## src/rtl/adder_pipe_pkg.sv

```systemverilog
// Shared constants and elaboration helpers for the segmented pipelined adder.
package adder_pipe_pkg;

   localparam logic OP_ADD = 1'b0;
   localparam logic OP_SUB = 1'b1;

   function automatic int seg_width(input int width, input int stages);
      return width / stages;
   endfunction

   function automatic int pipe_latency(input int stages);
      return stages + 1;
   endfunction

endpackage

```

## src/rtl/adder_segment.sv

```systemverilog
// One carry segment of the pipelined adder: registered SEG-bit sum plus carry-out.
module adder_segment #(
   parameter int SEG = 8
) (
   input  logic           clk,
   input  logic           reset,
   input  logic           enable,
   input  logic [SEG-1:0] a,
   input  logic [SEG-1:0] b,
   input  logic           carry_in,
   output logic [SEG-1:0] sum,
   output logic           carry_out
);

   logic [SEG:0] res_d;
   logic [SEG:0] res_q;

   always_comb begin
      res_d = {1'b0, a} + {1'b0, b} + {{SEG{1'b0}}, carry_in};
   end

   always_ff @(posedge clk) begin
      if (reset) begin
         res_q <= '0;
      end else if (enable) begin
         res_q <= res_d;
      end
   end

   assign sum       = res_q[SEG-1:0];
   assign carry_out = res_q[SEG];

endmodule

```

## src/rtl/pipelined_segmented_adder.sv

```systemverilog
// Add/subtract with the carry chain split into STAGES registered segments and a global-stall handshake.
// Optional signed-overflow output ovf is enabled by defining ADDER_OVERFLOW_FLAG_EN.
module pipelined_segmented_adder
   import adder_pipe_pkg::*;
#(
   parameter int WIDTH  = 32,
   parameter int STAGES = 4
) (
   input  logic             clk,
   input  logic             reset,
   input  logic             in_valid,
   output logic             in_ready,
   input  logic [WIDTH-1:0] a,
   input  logic [WIDTH-1:0] b,
   input  logic             sub,
   output logic             out_valid,
   input  logic             out_ready,
`ifdef ADDER_OVERFLOW_FLAG_EN
   output logic             ovf,
`endif
   output logic [WIDTH:0]   sum
);

   localparam int SEG = seg_width(WIDTH, STAGES);

   logic                 adv;
   logic [WIDTH-1:0]     opa_d [STAGES];
   logic [WIDTH-1:0]     opa_q [STAGES];
   logic [WIDTH-1:0]     opb_d [STAGES];
   logic [WIDTH-1:0]     opb_q [STAGES];
   logic [STAGES:0]      vld_d;
   logic [STAGES:0]      vld_q;
   logic                 cin_d;
   logic                 cin_q;
   logic [WIDTH-1:0]     low_d [1:STAGES];
   logic [WIDTH-1:0]     low_q [1:STAGES];
   logic [WIDTH-1:0]     res_w [1:STAGES];
   logic [SEG-1:0]       seg_sum [1:STAGES];
   logic [STAGES:0]      carry_w;

   always_comb begin
      adv      = !vld_q[STAGES] || out_ready;
      opa_d[0] = a;
      opb_d[0] = (sub == OP_SUB) ? ~b : b;
      cin_d    = (sub == OP_SUB);
      vld_d[0] = in_valid;
      for (int k = 1; k < STAGES; k++) begin
         opa_d[k] = opa_q[k-1];
         opb_d[k] = opb_q[k-1];
      end
      for (int k = 1; k <= STAGES; k++) begin
         vld_d[k] = vld_q[k-1];
      end
      low_d[1] = '0;
      for (int k = 2; k <= STAGES; k++) begin
         low_d[k] = res_w[k-1];
      end
   end

   // Operand delay line: data only, no reset needed
   always_ff @(posedge clk) begin
      if (adv) begin
         opa_q <= opa_d;
         opb_q <= opb_d;
      end
   end

   always_ff @(posedge clk) begin
      if (reset) begin
         vld_q <= '0;
         cin_q <= 1'b0;
         for (int k = 1; k <= STAGES; k++) begin
            low_q[k] <= '0;
         end
      end else if (adv) begin
         vld_q <= vld_d;
         cin_q <= cin_d;
         low_q <= low_d;
      end
   end

   assign carry_w[0] = cin_q;

   // Stage k adds segment k-1 and merges it above the already-finished lower segments
   for (genvar k = 1; k <= STAGES; k++) begin : g_stage
      adder_segment #(.SEG(SEG)) u_seg (
         .clk       (clk),
         .reset     (reset),
         .enable    (adv),
         .a         (opa_q[k-1][(k-1)*SEG +: SEG]),
         .b         (opb_q[k-1][(k-1)*SEG +: SEG]),
         .carry_in  (carry_w[k-1]),
         .sum       (seg_sum[k]),
         .carry_out (carry_w[k])
      );
      assign res_w[k] = low_q[k] | (WIDTH'(seg_sum[k]) << ((k-1)*SEG));
   end

   assign in_ready  = adv;
   assign out_valid = vld_q[STAGES];
   assign sum       = {carry_w[STAGES], res_w[STAGES]};

`ifdef ADDER_OVERFLOW_FLAG_EN
   logic [SEG-1:0] a_top;
   logic [SEG-1:0] b_top;
   logic           cmsb_d;
   logic           cmsb_q;

   assign a_top = opa_q[STAGES-1][WIDTH-1 -: SEG];
   assign b_top = opb_q[STAGES-1][WIDTH-1 -: SEG];

   // Carry into the MSB is captured alongside the top segment so ovf lines up with sum
   if (SEG == 1) begin : g_cmsb_bit
      assign cmsb_d = carry_w[STAGES-1];
   end else begin : g_cmsb_seg
      logic [SEG-1:0] low_sum;
      assign low_sum = {1'b0, a_top[SEG-2:0]} + {1'b0, b_top[SEG-2:0]}
                     + {{(SEG-1){1'b0}}, carry_w[STAGES-1]};
      assign cmsb_d  = low_sum[SEG-1];
   end

   always_ff @(posedge clk) begin
      if (reset) begin
         cmsb_q <= 1'b0;
      end else if (adv) begin
         cmsb_q <= cmsb_d;
      end
   end

   assign ovf = cmsb_q ^ carry_w[STAGES];
`endif

endmodule

```

## config.mk

```make
export PLATFORM = sky130hd
export DESIGN_NAME = pipelined_segmented_adder
export DESIGN_NICKNAME = d
export VERILOG_FILES = /design/src/rtl/adder_pipe_pkg.sv /design/src/rtl/adder_segment.sv /design/src/rtl/pipelined_segmented_adder.sv
export SDC_FILE = /design/constraint.sdc
export NUM_CORES = 1
export LEC_CHECK = 0
export CAP_MARGIN = 20
export CORE_MARGIN = 1.5
export CORE_UTILIZATION = 40
export DETAILED_ROUTE_END_ITERATION = 7
export PLACE_DENSITY = 0.59
export SYNTH_ARGS = -nofsm -noshare
export SYNTH_HDL_FRONTEND = slang
export SYNTH_SLANG_ARGS = --single-unit
```

## constraint.sdc

```tcl
create_clock -name clk -period 8.5 [get_ports clk]
set_clock_uncertainty 0.2 [all_clocks]
set_input_delay 0.85 -clock clk [delete_from_list [all_inputs] [get_ports clk]]
set_output_delay 0.85 -clock clk [all_outputs]
set_load 0.03 [all_outputs]
```

==> impl_metrics.tcl, run 1 <==
set metrics [dict create \
    status "finished clean" \
    max_freq_mhz 233.3 \
    arrival_ns 3.24 \
    ctsHoldBuffers 0 \
    clk_path_buf_depth 3 \
    final.period_utilization_pct 50.43 \
    clkPwrFrac_pct 37.8 \
    crit_top_cell "clkdlybuf4s50_1" \
    detail_route.first_pass.iterations 5 \
    reg2reg_depth 8 \
    setup.worst_path.start_class "input port" \
    regToRegEndpoint "g_stage[4].u_seg.res_q[7]$_SDFFE_PP0P_" \
    gp_congestion 0.7848 \
    rows 56 \
    seq_power_share_pct 50.7 \
    final_max_slew_viol_count 0 \
    synthFlopType "edfxtp_1" \
    pre_cts_ws_ns 4.093 \
    peakVddDrop_uv 137.8 \
    cp-startpoint "out_ready" \
    pwr_density_cell_nw_per_um2 248.3 \
    synthDistinctLibCells 37 \
    antenna_found_initial 0 \
    rrSetupSlack_ns 5.43 \
    layout_setup_ws_ns 4.214 \
    synth_commonest_cells "edfxtp_1 (160), nand2_1 (134), dfxtp_1 (90)" \
    start_util_pct 40.64 \
    synth_seq_cells 250 \
    post-cts-setup-buffer-count 0 \
    die_x_um 157.2 \
    ant_nets 0 \
    grt.total_usage_pct 12.81 \
    power.static_leakage_nw 4.376 \
    cts_buffers 26 \
    critical_path_buf_inv_count 4 \
    setup-tns-final_ns 0 \
    fp.dieArea_um2 24710 \
    path_max_fanout 83 \
    routed_wl_mm 15.75 \
    grt_max_degree 99 \
    grt_pass1_vias 5307 \
    critPathSlowestCell "clkdlybuf4s50_1" \
    port_buffers 103 \
    ys_warn_count 0 \
    cts.htree.levels 1 \
    endpoint "in_ready" \
    syn-cell-area_um2 9510 \
    dp_hpwl_mm 10.16 \
    required_ns 7.45 \
    dieHeight_um 157.2 \
    seq_area_frac_synth_pct 69.46 \
    power_switching_mw 0.6742 \
    nets 916 \
    cap_violations 0 \
    drt_iter0_markers 277 \
    cts-resized-gates 0 \
    syn-num-nets 815 \
    wl_per_cell_um 13.70 \
    pwr-share-comb_pct 11.4 \
    cts_root_buf "clkbuf_16" \
    synthCells 710 \
    p_int_mw 2.218 \
    post_drt_via_cell_ratio 4.687 \
    worst-setup-path-type "input port to output pin" \
    finalHoldViolCount 0 \
    r2r-start "vld_q[4]$_SDFFE_PP0P_" \
    synth_top_area_cell "edfxtp_1" \
    postSynthAreaPerCell_um2 13.39 \
    synth_edf_count 160 \
    synth_top_cell_area_share_pct 50.52 \
    coreArea_um2 23400 \
    clkSinkCount 250 \
    synthArstFlopShare_pct 0 \
    cts.clk_slew.worst_paths_ns 0.06 \
    yosysMostFrequentCell "edfxtp_1" \
    worst_pin_slew_ns 0.9572 \
    grt_first_pass_wirelength_mm 25.76 \
    cp-end-kind "output pin" \
    io_pins 104 \
    switching_share_pct 23.31 \
    cp_slowest_stage_delay_ns 0.71 \
    rsz0062_at_grt "no" \
    setup_violations 0 \
    hp-class "flip-flop to flip-flop" \
    grt-ovfl-total 0 \
    crit_family "buffers and inverters" \
    path_depth 5 \
    areaGrowthSynthToFinish_pct 22.50 \
    maxSlewHeadroom_pct 36.19 \
    finalCriticalPeriod_ns 4.286 \
    clk-insertion-delay-late_ns 0.52 \
    min_from "opa_d[91]$_DFFE_PP_" \
    crit_chain "clkdlybuf4s50_1, nor2b_4, buf_4, inv_8, clkdlybuf4s50_1" \
    layout-drive-gt1-share_pct 7.461 \
    synth_area_leaders "edfxtp_1 (51%), dfxtp_1 (19%), nand2_1 (5.3%)" \
    via_count 5390 \
    drc 0 \
    antenna_cells 0 \
    cts_tree "yes" \
]
layer usage:
| layer | part of all wire, % | vias to the layer above | global-route usage, % |
|---|---|---|---|
| met5 | 0 | - | 0 |
| met4 | 1.7 | 0 | 3.819 |
| met3 | 4.3 | 27 | 2.450 |
| met2 | 46 | 92 | 20.47 |
| met1 | 48 | 2528 | 17.76 |
| li1 | - | 2743 | - |
through the flow:
step | hold slack, ns | cell area (um2) | utilization [%] | total power [mW] | cells
global route | 0.2236 | 11650 | 49.78 | 3.018 | 1150
CTS | 0.2145 | 11620 | 49.66 | 2.929 | 1149
floorplan | 0.2003 | 9510 | - | 1.699 | 710
finish | 0.2126 | 11650 | 49.78 | 2.893 | 1150
detailed placement | 0.2045 | 10780 | 46.07 | 1.827 | 1101
global placement | 0.2021 | 10780 | 46.07 | 1.819 | 1101
layout by cell type, fill, tap and decap left out, types with 7 or more instances in the layout:
master             n
o21ai_1            7
a21o_1            12
nor3b_1            8
ha_1              28
clkbuf_16         27
and3_1             8
nor2_1            10
a211oi_1          11
inv_1              8
nand2_1          134
clkdlybuf4s50_1  101
xor2_1            36
edfxtp_1         160
dfxtp_1           90
a21oi_1           89
o22ai_1            8
fa_1               8
xnor2_1           12
area by class of cell:
| type | count | area, um2 |
|---|---|---|
| Multi-Input combinational cell | 416 | 2680 |
| Sequential cell | 250 | 6606 |
| Inverter | 9 | 41.29 |
| Timing Repair Buffer | 108 | 1081 |
| Clock buffer | 30 | 686.9 |
| Tap cell | 319 | 399.1 |
| Clock inverter | 18 | 155.1 |
| Fill cell | 2092 | 11750 |
worst register-to-register path: cells and delay by family (launching register included):
family / cells / cell delay [ns]
simple gates: 1 / 0.13
compound gates: 2 / 0.34
mux: 1 / 0.26
buf+inv: 4 / 1.71
flops: 1 / 0.33
registers in the layout, summed over array words and instances, names as in the netlist:
name	count
cin_q	1
g_stage.u_seg.res_q	36
low_q	48
opa_d	72
opa_q	8
opb_d	72
opb_q	8
vld_q	5
kinds of logic (layout without fill, tap and decap cells):
kind of cell | after synthesis | count (layout) | share of synthesized area (%)
buf+inv | 44 | 165 | 2.408
compound gates | 145 | 145 | 9.262
fa+ha+maj | 36 | 36 | 5.368
xor+xnor | 48 | 48 | 4.420
simple gates | 179 | 179 | 8.131
flops | 250 | 250 | 69.46
mux | 8 | 8 | 0.9472
power groups by stage:
stage          Clock [mW]  Sequential, mW  Combinational [mW]
6_report             1.09            1.47               0.330
5_1_grt              1.17            1.48               0.365
4_1_cts              1.13            1.47               0.333
3_5_place_dp            0            1.50               0.331
3_3_place_gp            0            1.49               0.327
2_1_floorplan           0            1.51               0.191
how the worst min path moves through the flow:
stage,to,cells past startpoint
3_3_place_gp,opb_d[61]$_DFFE_PP_,0
3_5_place_dp,opa_d[22]$_DFFE_PP_,0
4_1_cts,opb_d[59]$_DFFE_PP_,0
5_1_grt,opb_d[24]$_DFFE_PP_,0
2_1_floorplan,opa_d[16]$_DFFE_PP_,0
6_report,opa_d[59]$_DFFE_PP_,0
Power figures use the tool's default switching activity.
==> run 2, diff against run 1 <==
- clock period: 8.5 -> 4.5 ns (I/O delays scaled with it)
==> impl_metrics.tcl, run 2 (synthesized netlist as in run 1, its figures left out) <==
set metrics [dict create \
    status "finished clean" \
    grt_max_degree 94 \
    cts-resized-gates 0 \
    setup.worst_path.start_class "input port" \
    final_cell_mix "edfxtp_1 (160), nand2_1 (134), clkdlybuf4s50_1 (101)" \
    pwr_density_cell_nw_per_um2 474.6 \
    grt_first_pass_wirelength_mm 25.47 \
    io_pins 104 \
    gp_congestion 0.7577 \
    port_buffers 103 \
    required_ns 3.85 \
    cts.htree.levels 1 \
    worst-setup-path-type "input port to output pin" \
    layout-drive-gt1-share_pct 7.479 \
    setup_violations 0 \
    regToRegEndpoint "g_stage[2].u_seg.res_q[8]$_SDFFE_PP0P_" \
    clkSinkCount 250 \
    nets 915 \
    rows 56 \
    cts_tree "yes" \
    coreArea_um2 23400 \
    routed_wl_mm 15.95 \
    r2r-start "g_stage[1].u_seg.res_q[8]$_SDFFE_PP0P_" \
    grt.total_usage_pct 12.79 \
    rrSetupSlack_ns 2.13 \
    clk_path_buf_depth 3 \
    min_from "opa_d[54]$_DFFE_PP_" \
    peakVddDrop_uv 244.5 \
    post-cts-setup-buffer-count 0 \
    wl_per_cell_um 13.90 \
    dieHeight_um 157.2 \
    ant_nets 0 \
    endpoint "in_ready" \
    grt-ovfl-total 0 \
    antenna_cells 0 \
    arrival_ns 2.24 \
    hold_slack_ns 0.2119 \
    areaGrowthSynthToFinish_pct 22.72 \
    hp-class "flip-flop to flip-flop" \
    dp_hpwl_mm 10.29 \
    via_count 5473 \
    cts_root_buf "clkbuf_16" \
    setup-tns-final_ns 0 \
    rsz0062_at_grt "no" \
    maxSlewHeadroom_pct 36.79 \
    ctsHoldBuffers 0 \
    grt_pass1_vias 5311 \
    die_x_um 157.2 \
    detail_route.first_pass.iterations 4 \
    max_freq_mhz 345.9 \
    fp.dieArea_um2 24710 \
    cp-startpoint "out_ready" \
    finalCriticalPeriod_ns 2.891 \
    cp-end-kind "output pin" \
    post_drt_via_cell_ratio 4.767 \
    worst_pin_slew_ns 0.9482 \
    start_util_pct 40.64 \
    drt_iter0_markers 253 \
    cap_violations 0 \
    finalHoldViolCount 0 \
    reg2reg_depth 6 \
    cts_buffers 26 \
    antenna_found_initial 1 \
    final.period_utilization_pct 64.25 \
    layout_commonest_cell "edfxtp_1" \
    drc 0 \
    cts.clk_slew.worst_paths_ns 0.06 \
    clk-insertion-delay-late_ns 0.51 \
    final_max_slew_viol_count 0 \
    power.static_leakage_nw 4.384 \
    path_max_fanout 93 \
]
-- run 2: layout make-up --
type,instances,area (um2)
Fill cell,2065,11730
Sequential cell,250,6606
Multi-Input combinational cell,416,2680
Timing Repair Buffer,107,1054
Clock buffer,37,807.0
Tap cell,319,399.1
Clock inverter,10,83.83
Inverter,9,41.29
-- run 2: worst min-delay path by stage --
stage | slack, ns | to | cells past startpoint
2_1_floorplan | 0.20 | opa_d[16]$_DFFE_PP_ | 0
6_report | 0.21 | opa_d[22]$_DFFE_PP_ | 0
3_5_place_dp | 0.20 | opa_d[22]$_DFFE_PP_ | 0
4_1_cts | 0.21 | opa_d[22]$_DFFE_PP_ | 0
5_1_grt | 0.22 | opb_d[29]$_DFFE_PP_ | 0
3_3_place_gp | 0.20 | opa_d[48]$_DFFE_PP_ | 0
-- run 2: report_power, final --
part | switching (mW) | total, mW | internal, mW | leakage, nW
combinational | 0.323 | 0.626 | 0.303 | 1.53
sequential | 0.0942 | 2.77 | 2.68 | 2.43
clock | 0.841 | 2.14 | 1.30 | 0.426
total | 1.26 | 5.54 | 4.28 | 4.38
-- run 2: layer usage --
metal  share of wire (%)  vias to the layer above  GRT usage (%)  wire, um
li1                    -                     2738              -         -
met1                  45                     2589          16.00      7176
met2                  48                      115          22.13      7638
met3                 4.7                       29          2.368       751
met4                 2.4                        2          4.627       378
met5               0.044                        -              0         7
-- run 2: critical path, cell delays in order --
cell,delay (ns)
clkdlybuf4s50_1,0.50
nor2b_4,0.07
inv_8,0.37
clkdlybuf4s50_1,0.78
-- run 2: metrics by stage --
step | cells | util (%) | power, mW | area, um2 | setup WS, ns
after detailed placement | 1101 | 46.07 | 3.447 | 10780 | 1.606
after CTS | 1148 | 49.87 | 5.611 | 11670 | 1.601
after global placement | 1101 | 46.07 | 3.427 | 10780 | 1.599
after floorplan | 710 | - | 3.209 | 9510 | 1.031
final | 1148 | 49.87 | 5.539 | 11670 | 1.609
after global routing | 1148 | 49.87 | 5.774 | 11670 | 1.530
==> run 3, diff against run 2 <==
- PLACE_DENSITY: 0.59 -> 0.61
- clock period: 4.5 -> 2.4 ns (I/O delays scaled with it)
==> impl_metrics.tcl, run 3 (synthesized netlist as in run 1, its figures left out) <==
set metrics [dict create \
    status "finished clean" \
    critPathSlowestCell "fa_1" \
    routed_wl_mm 16.42 \
    crit_top_cell "fa_1" \
    busiest_layer "met2" \
    setup.worst_path.start_class "flip-flop" \
    io_pins 104 \
    areaGrowthSynthToFinish_pct 23.81 \
    setup-tns-final_ns 0 \
    ant_nets 0 \
    hp-class "input port to flip-flop" \
    use_met2_pct 21.42 \
    cp-startpoint "opb_q[24]$_DFFE_PP_" \
    cts.clk_slew.worst_paths_ns 0.06 \
    clk_path_buf_depth 3 \
    cts_tree "yes" \
    rsz0062_at_grt "no" \
    nets 928 \
    cp_slowest_stage_delay_ns 0.44 \
    cp-end-kind "flip-flop" \
    wl_per_cell_um 14.12 \
    dp_hpwl_mm 10.78 \
    required_ns 2.58 \
    multi_input_area_um2 2683 \
    pwr-share-comb_pct 11.7 \
    finalHoldViolCount 0 \
    layout_setup_ws_ns 0.08762 \
    cts_buffers 26 \
    rows 56 \
    grt_pass1_vias 5298 \
    pwr_density_cell_nw_per_um2 858.4 \
    met1_usage_pct 18.96 \
    grt_first_pass_wirelength_mm 26.49 \
    maxSlewHeadroom_pct 63.86 \
    fp.dieArea_um2 24710 \
    r2r-start "opb_q[24]$_DFFE_PP_" \
    worst_pin_slew_ns 0.5421 \
    min_from "a[27]" \
    start_util_pct 40.64 \
    cts_root_buf "clkbuf_16" \
    worst-setup-path-type "flip-flop to flip-flop" \
    switching_share_pct 22.81 \
    arrival_ns 2.49 \
    grt-ovfl-total 0 \
    final_max_slew_viol_count 0 \
    detail_route.first_pass.iterations 5 \
    crit_family "adder cells" \
    via_count 5465 \
    layout-drive-gt1-share_pct 8.304 \
    grt.total_usage_pct 13.49 \
    peakVddDrop_uv 477.4 \
    clkPwrFrac_pct 36.9 \
    p_int_mw 7.801 \
    crit_chain "fa_1, fa_1, a21o_1, a221oi_2, nand3b_1, a211oi_1" \
    die_x_um 157.2 \
    cts.htree.levels 1 \
    drt_iter0_markers 257 \
    cap_violations 0 \
    seq_power_share_pct 51.4 \
    post_drt_via_cell_ratio 4.699 \
    pre_cts_ws_ns 0.1092 \
    coreArea_um2 23400 \
    hold_slack_ns 0.08298 \
    clk-insertion-delay-late_ns 0.51 \
    drc 0 \
    clkSinkCount 250 \
    final_cell_mix "edfxtp_1 (160), nand2_1 (134), clkdlybuf4s50_1 (101)" \
    antenna_found_initial 1 \
    critical_path_buf_inv_count 0 \
    path_max_fanout 2 \
    met3_usage_pct 2.203 \
    fillers 2099 \
    final.period_utilization_pct 96.35 \
    max_freq_mhz 432.5 \
    grt_max_degree 83 \
    setup_violations 0 \
    power.static_leakage_nw 4.451 \
    gp_congestion 0.7744 \
    layout_commonest_cell "edfxtp_1" \
    seqCellArea_um2 6606 \
    power_switching_mw 2.306 \
    finalCriticalPeriod_ns 2.312 \
    port_buffers 103 \
    dieHeight_um 157.2 \
]
-- run 3: cell count changes in the layout (fill, tap and decap cells not counted), sizes merged --
cell,change
clkinvlp,-3
clkinv,+5
diode,+1
inv,-1
dlygate4sd3,+1
buf,+12
-- run 3: per-layer routing --
layer	vias up	share of wire [%]
met5	-	0
met4	0	1.4
met3	17	4.0
met1	2578	49
met2	104	46
li1	2766	-
-- run 3: per-stage QoR --
| step | total power, mW | area [um2] | util (%) | std cells |
|---|---|---|---|---|
| 2_1_floorplan | 6.016 | 9517 | - | 710 |
| 3_3_place_gp | 6.451 | 10960 | 46.82 | 1113 |
| 3_5_place_dp | 6.472 | 10960 | 46.82 | 1113 |
| 4_1_cts | 10.26 | 11770 | 50.29 | 1162 |
| 5_1_grt | 10.58 | 11780 | 50.32 | 1163 |
| 6_report | 10.11 | 11780 | 50.32 | 1163 |
-- run 3: worst paths after layout --
check	to	slack, ns	cells past startpoint
setup reg to reg	g_stage[4].u_seg.res_q[8]$_SDFFE_PP0P_	0.09	6
hold reg to reg	opa_d[21]$_DFFE_PP_	0.21	0
setup / recovery	g_stage[4].u_seg.res_q[8]$_SDFFE_PP0P_	0.09	6
hold / removal	opa_d[91]$_DFFE_PP_	0.08	1
-- run 3: area by class of cell --
cell class	instances	share of cell area [%]
well taps	319	3.390
multi-input cells	416	22.78
inverters	9	0.3507
clock buffers	37	6.174
flip-flops and latches	250	56.10
repair buffers	120	10.54
diodes	1	0.02125
clock inverters	11	0.6376
-- run 3: power groups by stage --
| stage | logic, mW | registers [mW] | clock network (mW) |
|---|---|---|---|
| 2_1_floorplan | 0.678 | 5.34 | 0 |
| 3_3_place_gp | 1.18 | 5.27 | 0 |
| 3_5_place_dp | 1.18 | 5.29 | 0 |
| 4_1_cts | 1.19 | 5.20 | 3.87 |
| 5_1_grt | 1.31 | 5.24 | 4.04 |
| 6_report | 1.19 | 5.19 | 3.73 |
-- run 3: timing repair --
action,in CTS,in global routing
buffers inserted,0,0
hold buffers,1,0
setup endpoints to repair,0,1
hold endpoints to repair,8,0
resized for setup,0,1
